--- src/rtl/decim_ctrl_pkg.sv ---
// Shared types and constants for the decimation conversion sequencer.
package decim_ctrl_pkg;

    typedef enum logic [2:0] {
        S_IDLE,
        S_CLEAR,
        S_SETTLE,
        S_ACQ,
        S_DONE
    } state_t;

    // Number of cycles the decimation chain is held in clear.
    localparam int CLR_CYCLES = 2;

    // Accumulator width: sample width plus headroom for 2^navg_log2 additions.
    function automatic int acc_width(input int width, input int frac, input int navg_log2);
        return width + frac + navg_log2;
    endfunction

endpackage

--- src/rtl/decim_avg_acc.sv ---
// Averaging datapath: clears, accumulates sign-extended FIR samples and
// produces the floored mean of 2^NAVG_LOG2 samples on the last one.
module decim_avg_acc
    import decim_ctrl_pkg::*;
#(
    parameter int WIDTH     = 32,
    parameter int FRAC      = 8,
    parameter int NAVG_LOG2 = 2
) (
    input  logic                          clk,
    input  logic                          reset,
    input  logic                          clr,
    input  logic                          add,
    input  logic                          last,
    input  logic signed [WIDTH+FRAC-1:0]  din,
    output logic signed [WIDTH+FRAC-1:0]  result
);

    localparam int DW    = WIDTH + FRAC;
    localparam int ACC_W = acc_width(WIDTH, FRAC, NAVG_LOG2);

    logic signed [ACC_W-1:0] acc_q;
    logic signed [ACC_W-1:0] din_ext;
    logic signed [ACC_W-1:0] sum;
    logic signed [ACC_W-1:0] sum_sh;

    // Sign-extend the incoming sample, add it, and floor-divide by 2^NAVG_LOG2.
    assign din_ext = ACC_W'(din);
    assign sum     = acc_q + din_ext;
    assign sum_sh  = sum >>> NAVG_LOG2;

    // Accumulator and result register; result holds until the next final sample.
    always_ff @(posedge clk or negedge reset) begin
        if (!reset) begin
            acc_q  <= '0;
            result <= '0;
        end else if (clr) begin
            acc_q <= '0;
        end else if (add) begin
            if (last) begin
                result <= sum_sh[DW-1:0];
                acc_q  <= '0;
            end else begin
                acc_q <= sum;
            end
        end
    end

endmodule

--- src/rtl/decim_conv_ctrl.sv ---
// Conversion sequencer for the CIC/FIR decimation chain: clears and enables
// the chain, discards the FIR settling transient, averages 2^NAVG_LOG2 FIR
// outputs and presents one result on a valid/ready interface.
// Optional watchdog enabled by defining DECIM_CTRL_TIMEOUT_EN (adds timeout_err).
module decim_conv_ctrl
    import decim_ctrl_pkg::*;
#(
    parameter int WIDTH     = 32,
    parameter int FRAC      = 8,
    parameter int SETTLE    = 4,
    parameter int NAVG_LOG2 = 2,
    parameter int TIMEOUT   = 4100
) (
    input  logic                          clk,
    input  logic                          reset,
    input  logic                          start,
    input  logic                          abort,
    output logic                          busy,
    output logic                          chain_clr,
    output logic                          chain_en,
    input  logic signed [WIDTH+FRAC-1:0]  fir_out,
    input  logic                          fir_valid,
    output logic signed [WIDTH+FRAC-1:0]  result,
    output logic                          result_valid,
    input  logic                          result_ready
`ifdef DECIM_CTRL_TIMEOUT_EN
    ,
    output logic                          timeout_err
`endif
);

    // Sample counter covers up to 255 settle strobes or 256 averaged strobes.
    localparam logic [8:0] SETTLE_LAST = 9'(SETTLE - 1);
    localparam logic [8:0] NAVG_LAST   = 9'((1 << NAVG_LOG2) - 1);
    localparam logic [1:0] CLR_LAST    = 2'(CLR_CYCLES - 1);

    state_t     state_q, state_nx;
    logic [8:0] cnt_q, cnt_nx;
    logic [1:0] clr_cnt_q, clr_cnt_nx;
    logic       start_acc;
    logic       timeout_set;
    logic       timeout_hit;
    logic       acc_clr, acc_add, acc_last;

`ifdef DECIM_CTRL_TIMEOUT_EN
    localparam int WD_W = $clog2(TIMEOUT + 1);
    logic [WD_W-1:0] wd_q;
    logic            running;

    assign running     = (state_q == S_SETTLE) || (state_q == S_ACQ);
    assign timeout_hit = running && (wd_q == WD_W'(TIMEOUT - 1));

    // Watchdog: counts cycles since entering SETTLE/ACQ or since the last strobe.
    always_ff @(posedge clk or negedge reset) begin
        if (!reset) begin
            wd_q <= '0;
        end else if (!running || fir_valid) begin
            wd_q <= '0;
        end else begin
            wd_q <= wd_q + 1'b1;
        end
    end

    // Sticky timeout flag, cleared when the next conversion is accepted.
    always_ff @(posedge clk or negedge reset) begin
        if (!reset) begin
            timeout_err <= 1'b0;
        end else if (timeout_set) begin
            timeout_err <= 1'b1;
        end else if (start_acc) begin
            timeout_err <= 1'b0;
        end
    end
`else
    assign timeout_hit = 1'b0;
`endif

    // State and counter registers.
    // NOTE: sequential state uses non-blocking assignments so every register
    // samples the pre-edge values regardless of statement order.
    always_ff @(posedge clk or negedge reset) begin
        if (!reset) begin
            state_q   <= S_IDLE;
            cnt_q     <= '0;
            clr_cnt_q <= '0;
        end else begin
            state_q   <= state_nx;
            cnt_q     <= cnt_nx;
            clr_cnt_q <= clr_cnt_nx;
        end
    end

    // Next-state, counter and datapath-control decode.
    always_comb begin
        // NOTE: every output of this block is defaulted first so no path
        // leaves a signal unassigned, which would infer a latch.
        state_nx    = state_q;
        cnt_nx      = cnt_q;
        clr_cnt_nx  = clr_cnt_q;
        start_acc   = 1'b0;
        timeout_set = 1'b0;

        case (state_q)
            S_IDLE: begin
                if (start) begin
                    state_nx   = S_CLEAR;
                    start_acc  = 1'b1;
                    clr_cnt_nx = '0;
                    cnt_nx     = '0;
                end
            end
            S_CLEAR: begin
                cnt_nx = '0;
                if (clr_cnt_q == CLR_LAST) begin
                    state_nx = S_SETTLE;
                end else begin
                    clr_cnt_nx = clr_cnt_q + 1'b1;
                end
            end
            S_SETTLE: begin
                if (fir_valid) begin
                    if (cnt_q == SETTLE_LAST) begin
                        cnt_nx   = '0;
                        state_nx = S_ACQ;
                    end else begin
                        cnt_nx = cnt_q + 1'b1;
                    end
                end else if (timeout_hit) begin
                    state_nx    = S_IDLE;
                    timeout_set = 1'b1;
                end
            end
            S_ACQ: begin
                if (fir_valid) begin
                    if (cnt_q == NAVG_LAST) begin
                        cnt_nx   = '0;
                        state_nx = S_DONE;
                    end else begin
                        cnt_nx = cnt_q + 1'b1;
                    end
                end else if (timeout_hit) begin
                    state_nx    = S_IDLE;
                    timeout_set = 1'b1;
                end
            end
            S_DONE: begin
                if (result_ready) begin
                    if (start) begin
                        state_nx   = S_CLEAR;
                        start_acc  = 1'b1;
                        clr_cnt_nx = '0;
                        cnt_nx     = '0;
                    end else begin
                        state_nx = S_IDLE;
                    end
                end
            end
            default: state_nx = S_IDLE;
        endcase

        // Abort overrides everything else in any active state.
        if (abort && (state_q != S_IDLE)) begin
            state_nx    = S_IDLE;
            start_acc   = 1'b0;
            timeout_set = 1'b0;
        end
    end

    assign acc_clr  = (state_q == S_CLEAR);
    assign acc_add  = (state_q == S_ACQ) && fir_valid && !abort;
    assign acc_last = (cnt_q == NAVG_LAST);

    // Registered outputs decoded from the upcoming state so they align with it.
    always_ff @(posedge clk or negedge reset) begin
        if (!reset) begin
            busy         <= 1'b0;
            chain_clr    <= 1'b0;
            chain_en     <= 1'b0;
            result_valid <= 1'b0;
        end else begin
            busy         <= (state_nx != S_IDLE);
            chain_clr    <= (state_nx == S_CLEAR);
            chain_en     <= (state_nx == S_SETTLE) || (state_nx == S_ACQ);
            result_valid <= (state_nx == S_DONE);
        end
    end

    decim_avg_acc #(
        .WIDTH    (WIDTH),
        .FRAC     (FRAC),
        .NAVG_LOG2(NAVG_LOG2)
    ) u_acc (
        .clk   (clk),
        .reset (reset),
        .clr   (acc_clr),
        .add   (acc_add),
        .last  (acc_last),
        .din   (fir_out),
        .result(result)
    );

endmodule

--- config.mk ---
export PLATFORM = sky130hd
export DESIGN_NAME = decim_conv_ctrl
export DESIGN_NICKNAME = d
export VERILOG_FILES = /design/src/rtl/decim_ctrl_pkg.sv /design/src/rtl/decim_avg_acc.sv /design/src/rtl/decim_conv_ctrl.sv
export SDC_FILE = /design/constraint.sdc
export NUM_CORES = 1
export LEC_CHECK = 0
export ABC_AREA = 1
export CORE_MARGIN = 2
export CORE_UTILIZATION = 35
export CTS_CLUSTER_DIAMETER = 60
export DETAILED_ROUTE_END_ITERATION = 8
export GPL_ROUTABILITY_DRIVEN = 0
export SETUP_SLACK_MARGIN = 0.4
export SLEW_MARGIN = 0
export SYNTH_ARGS = -nofsm -noshare
export SYNTH_HDL_FRONTEND = slang
export SYNTH_SLANG_ARGS = --single-unit
--- constraint.sdc ---
create_clock -name clk -period 2.1 [get_ports clk]
set_input_delay 0.525 -clock clk [delete_from_list [all_inputs] [get_ports clk]]
set_output_delay 0.525 -clock clk [all_outputs]
set_load 0.01 [all_outputs]
==> impl_results.md <==
* Outcome: completed
* Yosys reg bits at 100
* Yosys top cell by area: dfrtp_1
* DRT iter0 DRCs at around 470
* Die W at 147 µm
* Total CTS buffers at 9
* Worst setup EP type: flop
* Htree depth at 3
* Fin crit period at roughly 2000 ps
* FF-to-FF Start: u_acc.acc_q[0]
* Vias in the first global route at roughly 7800
* Vias at between 7000 and 8000
* P_leak at roughly 6.4 nW
* Post-Syn Area at a little over 7000 µm²
* Met2 Use GR at 0.370
* Post-cts hold buffer count at 0
* Final worst setup slack at ~60 ps
* Async set-reset flop share out of synthesis at 1.00
* Storage element area at roughly 2500 µm²
* I/O pin total at 90
* Final #Nets at about 1400
* Post-synth cell types at 41
* Final Max Slew Viols at 0
* Die Y at ~150 µm
* Initial antenna violation count at 0
* DP HPWL at roughly 17000 µm
* Synth area leaders: dfrtp_1, nand2_1, inv_1, ha_1, nand3_1
* Relative slew slack at 0.728
* CP max FO at 4
* GRT overflow at 0
* Register area share after synthesis at 0.348
* Syn nets at between 1000 and 1500
* VDD IR max at 0.480 mV
* Non-Filler Instances at 1583
* # rows at 52
* Most common library cells after synthesis: nand2_1, inv_1, dfrtp_1
* Max Freq at around 0.49 GHz
* First-pass detailed-route iteration total at 5
* Critical path start-end classification: reg -> reg
* Worst hold-check path type: in -> async
* Most common cell in the synthesized netlist: nand2_1
* RSZ-0062 raised after global routing: true
* Most used routing layer in global routing: met2
* Largest net degree at the start of global routing at 47
* Fin. Hold Viols at 0
* Clock input transition at the sequential cells of the worst setup and hold paths at about 70 ps
* Synth top area share at 0.348
* Area grow syn2layout at 63.0%
* CP required at roughly 2400 ps
* First-pass GRT wire length at between 30000 and 40000 µm
* Max cap viols at 0
* Wire per inst at 16.5 µm
* Setup TNS at 0 ps
* Main flop type after synthesis: dfrtp_1
* CP startpoint kind: flop
* Clock tree buffer depth at 2
* Core Footprint at just over 20000 µm²
* Final WL at between 20000 and 30000 µm
* Root Driver: clkbuf_16
* EDFF count, synth at 0
* Final ANT Viol Nets at 0
* Placed Area at approximately 9500 µm²
* CTS Sinks at 100
* Total track usage at 0.225
* Ys Warns at 0
* DR vias/cell at between 4 and 5
* Worst clock skew at slightly above 10 ps
* Layout cells sized above 1 at 0.395
* Depth of the most critical reg-to-reg path at 10
* Fin crit share at 0.971
* N_diodes at 0
* Area of the multi-input gates at slightly below 6000 µm²
* Arrival @ worst endpoint at ~2300 ps
* WHS at 85.2 ps
* Final Cell Area at roughly 12000 µm²
* Cells after Synth at about 1100
* Initial Util at 0.356
* Synthesized area per cell at around 6.6 µm²
* CTS tree: yes
* Pre-CTS setup slack at -611 ps
* Fill cell count at approximately 1700
* DRC viols at 0
* Grt met1 use at 0.302
* Setup violators final at 0
* Global-route met3 utilization at 0.0370
* Worst-Skew Late Latency at 370 ps
* Die area at between 20000 and 25000 µm²
* PortBufs at between 80 and 90
* Reg2reg end: u_acc.acc_q[20]
* Placed cells at 1513
* Pwr dens at just under 700 nW/µm²
* R2R Setup Slk at 60 ps
* Pwr Total at 8.02 mW
* Worst slew pin tran at roughly 400 ps
* Final Util at 0.580
-- timing repair --
item | in CTS | in global routing
pin swaps | 120 | 66
endpoints found under the setup margin | 129 | 96
gates resized for setup | 350 | 152
buffers inserted | 32 | 19
cloned | 0 | 3
-- flip-flops by register name, summed over array words and instances, names as in the netlist --
name          cells
chain_en          1
u_acc.acc_q      42
chain_clr         1
clr_cnt_q         2
result_valid      1
busy              1
cnt_q             9
u_acc.result     40
state_q           3
-- worst max-delay path by stage --
stage / startpoint / endpoint / slack, ps
after global routing: u_acc.acc_q[0] / u_acc.acc_q[24] / -30
after detailed placement: fir_out[0] / u_acc.acc_q[12] / -610
final: u_acc.acc_q[0] / u_acc.acc_q[20] / 60
after global placement: fir_out[0] / u_acc.acc_q[12] / -600
after floorplan: fir_out[0] / u_acc.acc_q[20] / 120
after CTS: u_acc.acc_q[0] / u_acc.acc_q[20] / 140
-- power by group --
part / leakage, nW / total [mW] / internal, mW / switching, mW
registers: 1.38 / 2.33 / 2.14 / 0.190
logic: 4.87 / 3.82 / 1.64 / 2.17
clock network: 0.149 / 1.87 / 1.05 / 0.820
total: 6.40 / 8.02 / 4.83 / 3.18
-- cells in the final DEF, fill, tap and decap left out, types with 31 or more instances in the layout --
cell,instances
nor2_1,39
nand2_1,299
inv_1,144
nor2_2,31
nand3_2,33
buf_4,110
dfrtp_1,99
ha_4,39
nand2_4,44
nand3_1,44
nand2_2,106
dlygate4sd2_1,75
-- critical path, stage by stage (launching register included) --
cell      delay, ps
dfrtp_1         410
ha_4            180
fa_2            390
nand2_2         100
nand3_2          70
and2_4          140
nand3b_1         80
nand3_2         150
or2_1           280
nand3_1          90
nand2_1          50
-- per-layer routing --
metal  part of all wire  vias to the layer above
met5                  0                        -
met4              0.033                        0
met3              0.060                       60
met2               0.47                      280
met1               0.44                     3684
li1                   -                     3818
-- kinds of logic (layout without fill, tap and decap cells) --
| group | count (synthesis) | after routing | share of synthesized area |
|---|---|---|---|
| flip-flops | 100 | 100 | 0.348 |
| XOR/XNOR | 19 | 19 | 0.0231 |
| AND/OR/NAND/NOR | 660 | 660 | 0.379 |
| AO/OA/AOI/OAI | 83 | 83 | 0.0679 |
| adder cells (fa/ha/maj) | 44 | 44 | 0.0775 |
| buffers and inverters | 182 | 407 | 0.105 |
-- layout make-up --
class / instances / share of cell area
multi-input combinational: 806 / 0.503
sequential: 100 / 0.213
timing repair buffer: 221 / 0.166
inverter: 167 / 0.0571
tap: 270 / 0.0288
clock buffer: 10 / 0.0195
clock inverter: 6 / 0.00757
timing repair inverter: 3 / 0.00480
Note: power is estimated with default switching activity, not from simulation.
